--- config.mk ---
export PLATFORM = sky130hd
export DESIGN_NAME = core_run_ctrl
export DESIGN_NICKNAME = d
export VERILOG_FILES = /design/src/rtl/core_run_ctrl.sv
export SDC_FILE = /design/constraint.sdc
export NUM_CORES = 1
export LEC_CHECK = 0
export ABC_AREA = 1
export CAP_MARGIN = 30
export CORE_ASPECT_RATIO = 0.9
export CORE_MARGIN = 2
export CORE_UTILIZATION = 52
export CTS_CLUSTER_DIAMETER = 30
export CTS_CLUSTER_SIZE = 30
export DETAILED_ROUTE_END_ITERATION = 10
export GPL_TIMING_DRIVEN = 0
export HOLD_SLACK_MARGIN = 0.15
export PLACE_DENSITY = 0.77
export SLEW_MARGIN = 15
export SYNTH_ARGS = -nofsm -noshare
export SYNTH_HDL_FRONTEND = slang
export SYNTH_SLANG_ARGS = --single-unit
--- constraint.sdc ---
create_clock -name clk -period 2.25 [get_ports clk]
set_input_delay 0.675 -clock clk [delete_from_list [all_inputs] [get_ports clk]]
set_output_delay 0.675 -clock clk [all_outputs]
set_load 0.02 [all_outputs]
--- src/rtl/core_run_ctrl.sv ---
// -----------------------------------------------------------------------------
// core_run_ctrl
//
// Host-side run controller for the core's req/done start handshake. For each
// program it holds the core in reset, issues a one-cycle req pulse, then waits
// for done while a watchdog counts cycles. Each run ends in a latched report
// that the host must acknowledge before the next program is started.
//
// Ports:
//   clk          single clock
//   reset        asynchronous, active-low reset
//   start        host start, sampled only in IDLE
//   num_progs    programs to run (1..3, 0 treated as 1), latched on start
//   abort        host abort, acts from any non-IDLE state
//   core_reset   active-high reset driven to the core
//   req          one-cycle start pulse to the core
//   done         core completion level
//   prog_sel     index of the current program
//   busy         high in every state except IDLE
//   rpt_valid    report available
//   rpt_ack      host acknowledge of the report
//   rpt_cycles   WAIT cycles counted for the run
//   rpt_timeout  run ended on the watchdog limit
//   rpt_prog     program index the report belongs to
//   all_done     one-cycle pulse after the last report is acknowledged
// -----------------------------------------------------------------------------
module core_run_ctrl #(
   parameter int unsigned   CW         = 16,
   parameter logic [CW-1:0] MAX_CYCLES = 16'd50000,
   parameter int unsigned   RST_CYCLES = 2
) (
   input  logic          clk,
   input  logic          reset,
   input  logic          start,
   input  logic [1:0]    num_progs,
   input  logic          abort,
   output logic          core_reset,
   output logic          req,
   input  logic          done,
   output logic [1:0]    prog_sel,
   output logic          busy,
   output logic          rpt_valid,
   input  logic          rpt_ack,
   output logic [CW-1:0] rpt_cycles,
   output logic          rpt_timeout,
   output logic [1:0]    rpt_prog,
   output logic          all_done
);

   typedef enum logic [2:0] {
      S_IDLE,
      S_RST,
      S_REQ,
      S_WAIT,
      S_REPORT
   } state_t;

   // RST counter only needs to reach RST_CYCLES-1.
   localparam int unsigned     RCW      = (RST_CYCLES > 1) ? $clog2(RST_CYCLES) : 1;
   localparam logic [RCW-1:0]  RST_LAST = RCW'(RST_CYCLES - 1);

   state_t          state_q, state_d;
   logic [RCW-1:0]  rst_cnt_q, rst_cnt_d;
   logic [CW-1:0]   cyc_cnt_q, cyc_cnt_d;
   logic [CW-1:0]   cyc_inc;
   logic [1:0]      nprog_q, nprog_d;
   logic [1:0]      prog_sel_d;
   logic [CW-1:0]   rpt_cycles_d;
   logic            rpt_timeout_d;
   logic [1:0]      rpt_prog_d;
   logic            all_done_d;
   logic            kill;

   // Next-state and next-register logic.
   always_comb begin
      // NOTE: every signal gets a default before any branch, so no path leaves
      // a combinational output unassigned and no latch is inferred.
      state_d       = state_q;
      rst_cnt_d     = rst_cnt_q;
      cyc_cnt_d     = cyc_cnt_q;
      nprog_d       = nprog_q;
      prog_sel_d    = prog_sel;
      rpt_cycles_d  = rpt_cycles;
      rpt_timeout_d = rpt_timeout;
      rpt_prog_d    = rpt_prog;
      all_done_d    = 1'b0;
      kill          = 1'b0;
      cyc_inc       = cyc_cnt_q + 1'b1;

      if (abort) begin
         // Abort beats start, done, ack and the watchdog. In IDLE it simply
         // suppresses a simultaneous start.
         state_d = S_IDLE;
         kill    = (state_q != S_IDLE);
      end else begin
         unique case (state_q)
            S_IDLE: begin
               if (start) begin
                  state_d    = S_RST;
                  nprog_d    = (num_progs == 2'd0) ? 2'd1 : num_progs;
                  prog_sel_d = 2'd0;
                  rst_cnt_d  = '0;
               end
            end
            S_RST: begin
               if (rst_cnt_q == RST_LAST) state_d = S_REQ;
               else                       rst_cnt_d = rst_cnt_q + 1'b1;
            end
            S_REQ: begin
               state_d   = S_WAIT;
               cyc_cnt_d = '0;
            end
            S_WAIT: begin
               cyc_cnt_d = cyc_inc;
               // done is checked first so it wins on the limit cycle.
               if (done) begin
                  state_d       = S_REPORT;
                  rpt_cycles_d  = cyc_inc;
                  rpt_timeout_d = 1'b0;
                  rpt_prog_d    = prog_sel;
               end else if (cyc_inc == MAX_CYCLES) begin
                  state_d       = S_REPORT;
                  rpt_cycles_d  = MAX_CYCLES;
                  rpt_timeout_d = 1'b1;
                  rpt_prog_d    = prog_sel;
               end
            end
            S_REPORT: begin
               if (rpt_ack) begin
                  if (prog_sel < nprog_q - 2'd1) begin
                     state_d    = S_RST;
                     prog_sel_d = prog_sel + 2'd1;
                     rst_cnt_d  = '0;
                  end else begin
                     state_d    = S_IDLE;
                     all_done_d = 1'b1;
                  end
               end
            end
            default: state_d = S_IDLE;
         endcase
      end
   end

   // State and registered outputs. Outputs are decoded from the next state so
   // they line up with the state they describe, with no input-to-output path.
   always_ff @(posedge clk or negedge reset) begin
      if (!reset) begin
         state_q     <= S_IDLE;
         rst_cnt_q   <= '0;
         cyc_cnt_q   <= '0;
         nprog_q     <= 2'd1;
         prog_sel    <= 2'd0;
         rpt_cycles  <= '0;
         rpt_timeout <= 1'b0;
         rpt_prog    <= 2'd0;
         core_reset  <= 1'b0;
         req         <= 1'b0;
         busy        <= 1'b0;
         rpt_valid   <= 1'b0;
         all_done    <= 1'b0;
      end else begin
         // NOTE: non-blocking assignments here so every register samples the
         // values computed from the same pre-edge state.
         state_q     <= state_d;
         rst_cnt_q   <= rst_cnt_d;
         cyc_cnt_q   <= cyc_cnt_d;
         nprog_q     <= nprog_d;
         prog_sel    <= prog_sel_d;
         rpt_cycles  <= rpt_cycles_d;
         rpt_timeout <= rpt_timeout_d;
         rpt_prog    <= rpt_prog_d;
         // Hold the core in reset for the cycle after an abort so it stops
         // driving memory.
         core_reset  <= kill || (state_d == S_RST);
         req         <= (state_d == S_REQ);
         busy        <= (state_d != S_IDLE);
         rpt_valid   <= (state_d == S_REPORT);
         all_done    <= all_done_d;
      end
   end

endmodule

==> results.py <==
metrics = {
    "power": {
        "total_power_w": 0.00345,
        "p_clk_share_pct": 20.6,
        "p_int_w": 0.00216,
        "p_leak_nw": 1.38,
        "swShare_pct": 37.3,
        "p_switching_w": 0.00129,
        "comb_power_share_pct": 39.0,
        "seqPwrFrac_pct": 40.5,
        "peakVddDrop_v": 0.000673,
        "p_per_area_mw_per_mm2": 1160,
    },
    "synthesis": {
        "synth_seq_cells": 48,
        "syn_inst": 294,
        "synth_top_family_by_area": "simple AND/OR/NAND/NOR gates",
        "yosysSeqAreaShare_pct": 50.5,
        "synth_compound_area_share_pct": 13.0,
        "synth_xor_area_share_pct": 1.47,
        "synth_nets": 304,
        "synth_simple_gate_area_share_pct": 25.2,
        "synth_cell_types": 29,
        "synthesis.area_mm2": 0.00238,
        "synthMuxAreaShare_pct": 0,
        "synth-warning-count": 0,
        "synth_fa_ha_area_share_pct": 1.05,
        "syn_area_per_cell_um2": 8.09,
    },
    "clock_network": {
        "numCtsBuffers": 5,
        "clk_latency_ns": 0.30,
        "clockBufferDepth": 2,
        "clkSlewWorstSetupHoldPaths_ns": 0.08,
        "cts.htree.levels": 2,
        "hold_buffers": 0,
        "clkSinkCount": 48,
        "cts_tree": "done",
        "root_buffer": "clkbuf_8",
    },
    "die": {
        "dieHeight_um": 68.2,
        "start_util_pct": 53.7,
        "dieArea_mm2": 0.00513,
        "core_area_mm2": 0.00443,
        "io_pins": 34,
        "dieWidth_um": 75.3,
        "rows": 23,
    },
    "placement": {
        "dpl.hpwl_um": 3840,
        "port_buffers": 32,
        "gp_congestion": 0.917,
        "placed_cell_area_mm2": 0.00279,
    },
    "global_routing": {
        "met2_usage_pct": 32.1,
        "grt.busiest_layer": "met2",
        "grt_pass1_vias": 1747,
        "grtUsageTotal_pct": 21.4,
        "grt_pass1_wl_um": 8250,
        "grt_remaining_overflow": 0,
        "antenna_found_initial": 0,
        "grtUsageMet3_pct": 4.42,
        "grt_max_degree": 29,
        "use_met1_pct": 31.9,
    },
    "sta": {
        "fin_crit_ns": 2.12,
        "period_share_pct": 94.4,
        "slew_headroom_pct": 66.6,
        "slew_viol_final": 0,
        "fin_skew_ns": 0.00609,
        "final-setup-viol-count": 0,
        "timing.hold.ws_ns": 0.319,
        "hold_viol_final": 0,
        "fmax_ghz": 0.471,
        "tightest_slew_ns": 0.501,
    },
    "critical_path": {
        "crit_required_ns": 2.43,
        "critical_path_class": "flip-flop to flip-flop",
        "arrival_ns": 2.30,
        "reg2reg_to": "rpt_cycles[2]",
        "r2r_slack_ns": 0.13,
        "crit_top_cell": "nand2_1",
        "cp-end-kind": "flip-flop",
        "cp_top_family": "simple AND/OR/NAND/NOR gates",
        "slowest_delay_ns": 0.41,
        "path_cells": "ha_4 > nand3_2 > nor2_4 > nand2_1 > nand2_1 > nand2_1 > nor2_2 > nand2_1 > nor2_2 > nand2_2 > nand2_4 > nand2_4 > buf_6 > nand2_1 > o21ai_1",
        "start_kind": "flip-flop",
        "path_buf_inv": 1,
        "crit_path_top_delay_cell": "dfrtp_1",
        "critPathMaxFanout": 10,
        "r2r_start": "cyc_cnt_q[1]",
        "r2r_cells": 15,
    },
    "final_layout": {
        "final_cell_mix": "70 x nand2_1, 46 x inv_1, 46 x dfrtp_1",
        "finalInstanceArea_mm2": 0.00297,
        "synthToLayoutAreaGrowth_pct": 24.8,
        "fillers": 381,
        "drive_gt1_share_pct": 11.9,
        "layout_commonest_cell": "nand2_1",
        "diodes": 0,
        "final_nets": 347,
    },
    "routing": {
        "drtIter0Drc": 150,
        "num_vias": 2037,
        "via_per_inst": 5.11,
        "wl_per_cell_um": 12.9,
        "drtAntennaViolNets": 0,
        "drt_wl_total_um": 5140,
        "drc_errors": 0,
        "first_pass_iters": 4,
    },
    "run": {
        "cap_violations": 0,
    },
    "outcome": {
        "status": "finished, final reports clean",
    },
    "min_path": {
        "hp-class": "input pin to asynchronous set/reset pin",
    },
}
## area by class of cell
| class | count | area (um^2) | area share, % |
|---|---|---|---|
| Clock inverter | 2 | 60.1 | 2.02 |
| Sequential cell | 48 | 1200 | 40.5 |
| Multi-Input combinational cell | 194 | 996 | 33.5 |
| Tap cell | 62 | 77.6 | 2.61 |
| Inverter | 47 | 176 | 5.94 |
| Timing Repair Buffer | 36 | 358 | 12.0 |
| Clock buffer | 5 | 68.8 | 2.32 |
| Buffer | 5 | 30.0 | 1.01 |
## state kept, by name, summed over array words and instances, names as in the netlist
register	cells
rpt_valid	1
prog_sel	2
nprog_q	2
rpt_timeout	1
busy	1
all_done	1
cyc_cnt_q	16
state_q	3
req	1
rst_cnt_q	1
core_reset	1
rpt_prog	2
rpt_cycles	16
## logic make-up (layout without fill, tap and decap cells)
logic type	after synthesis	after routing
AO/OA/AOI/OAI	56	56
AND/OR/NAND/NOR	132	132
flip-flops	48	48
XOR/XNOR	4	4
buffers and inverters	52	95
adder cells (fa/ha/maj)	2	2
## timing repair
action	4_1_cts	5_1_grt
pin swaps	1	1
setup buffers	2	1
endpoints found under the setup margin	9	18
gates resized for setup	2	5
## how the worst max path moves through the flow
stage | startpoint | slack (ns) | endpoint | cells past startpoint
2_1_floorplan | cyc_cnt_q[0] | 0.32 | rpt_cycles[5] | 15
3_3_place_gp | reset | -0.82 | all_done | 1
3_5_place_dp | cyc_cnt_q[0] | -0.09 | rpt_cycles[2] | 15
4_1_cts | cyc_cnt_q[1] | 0.007 | rpt_cycles[2] | 15
5_1_grt | cyc_cnt_q[1] | -0.01 | rpt_cycles[2] | 15
6_report | cyc_cnt_q[1] | 0.13 | rpt_cycles[2] | 15
## cell usage after synthesis
library cell	count	area, um^2
nand2_1	71	267
dfrtp_1	47	1180
inv_1	46	173
nor2_1	22	82.6
a21oi_1	18	90.1
o21ai_0	17	85.1
o22ai_1	12	75.1
nand3_1	11	55.1
nand4_1	9	56.3
nand2_2	5	31.3
nor2_2	5	31.3
o21ai_1	5	25.0
clkbuf_1	3	11.3
xor2_1	3	26.3
ha_1	2	25.0
nand2_4	2	22.5
nor2_4	2	22.5
nor3_1	2	10.0
o21ai_2	2	17.5
a21oi_2	1	8.76
buf_4	1	7.51
buf_6	1	11.3
dfstp_2	1	26.3
inv_2	1	3.75
nand3_2	1	10.0
nor4_1	1	6.26
o22a_1	1	8.76
or2_2	1	6.26
xnor2_1	1	8.76
## metrics by stage
stage	util (%)	setup WS (ns)	setup TNS [ns]	std cells
after floorplan	-	0.319	0	294
after CTS	66.3	0.00696	0	398
after global placement	62.7	-0.817	-39.03	388
final	67.0	0.127	0	399
after detailed placement	63.0	-0.0887	-0.699	389
after global routing	67.0	-0.0133	-0.0251	399
## metal layers
metal	routed length [um]	share of wire, %
met1	2470	48
met2	2310	45
met3	303	5.9
met5	0	0
met4	53	1.0
## power by group through the flow
stage | registers, W | logic (W) | clock network, W
after floorplan | 0.00153 | 0.000648 | 0
after global placement | 0.00140 | 0.00125 | 0
after detailed placement | 0.00141 | 0.00128 | 0
after CTS | 0.00139 | 0.00131 | 0.000728
after global routing | 0.00143 | 0.00149 | 0.000754
final | 0.00140 | 0.00134 | 0.000710
(Power assumes the default switching activity.)
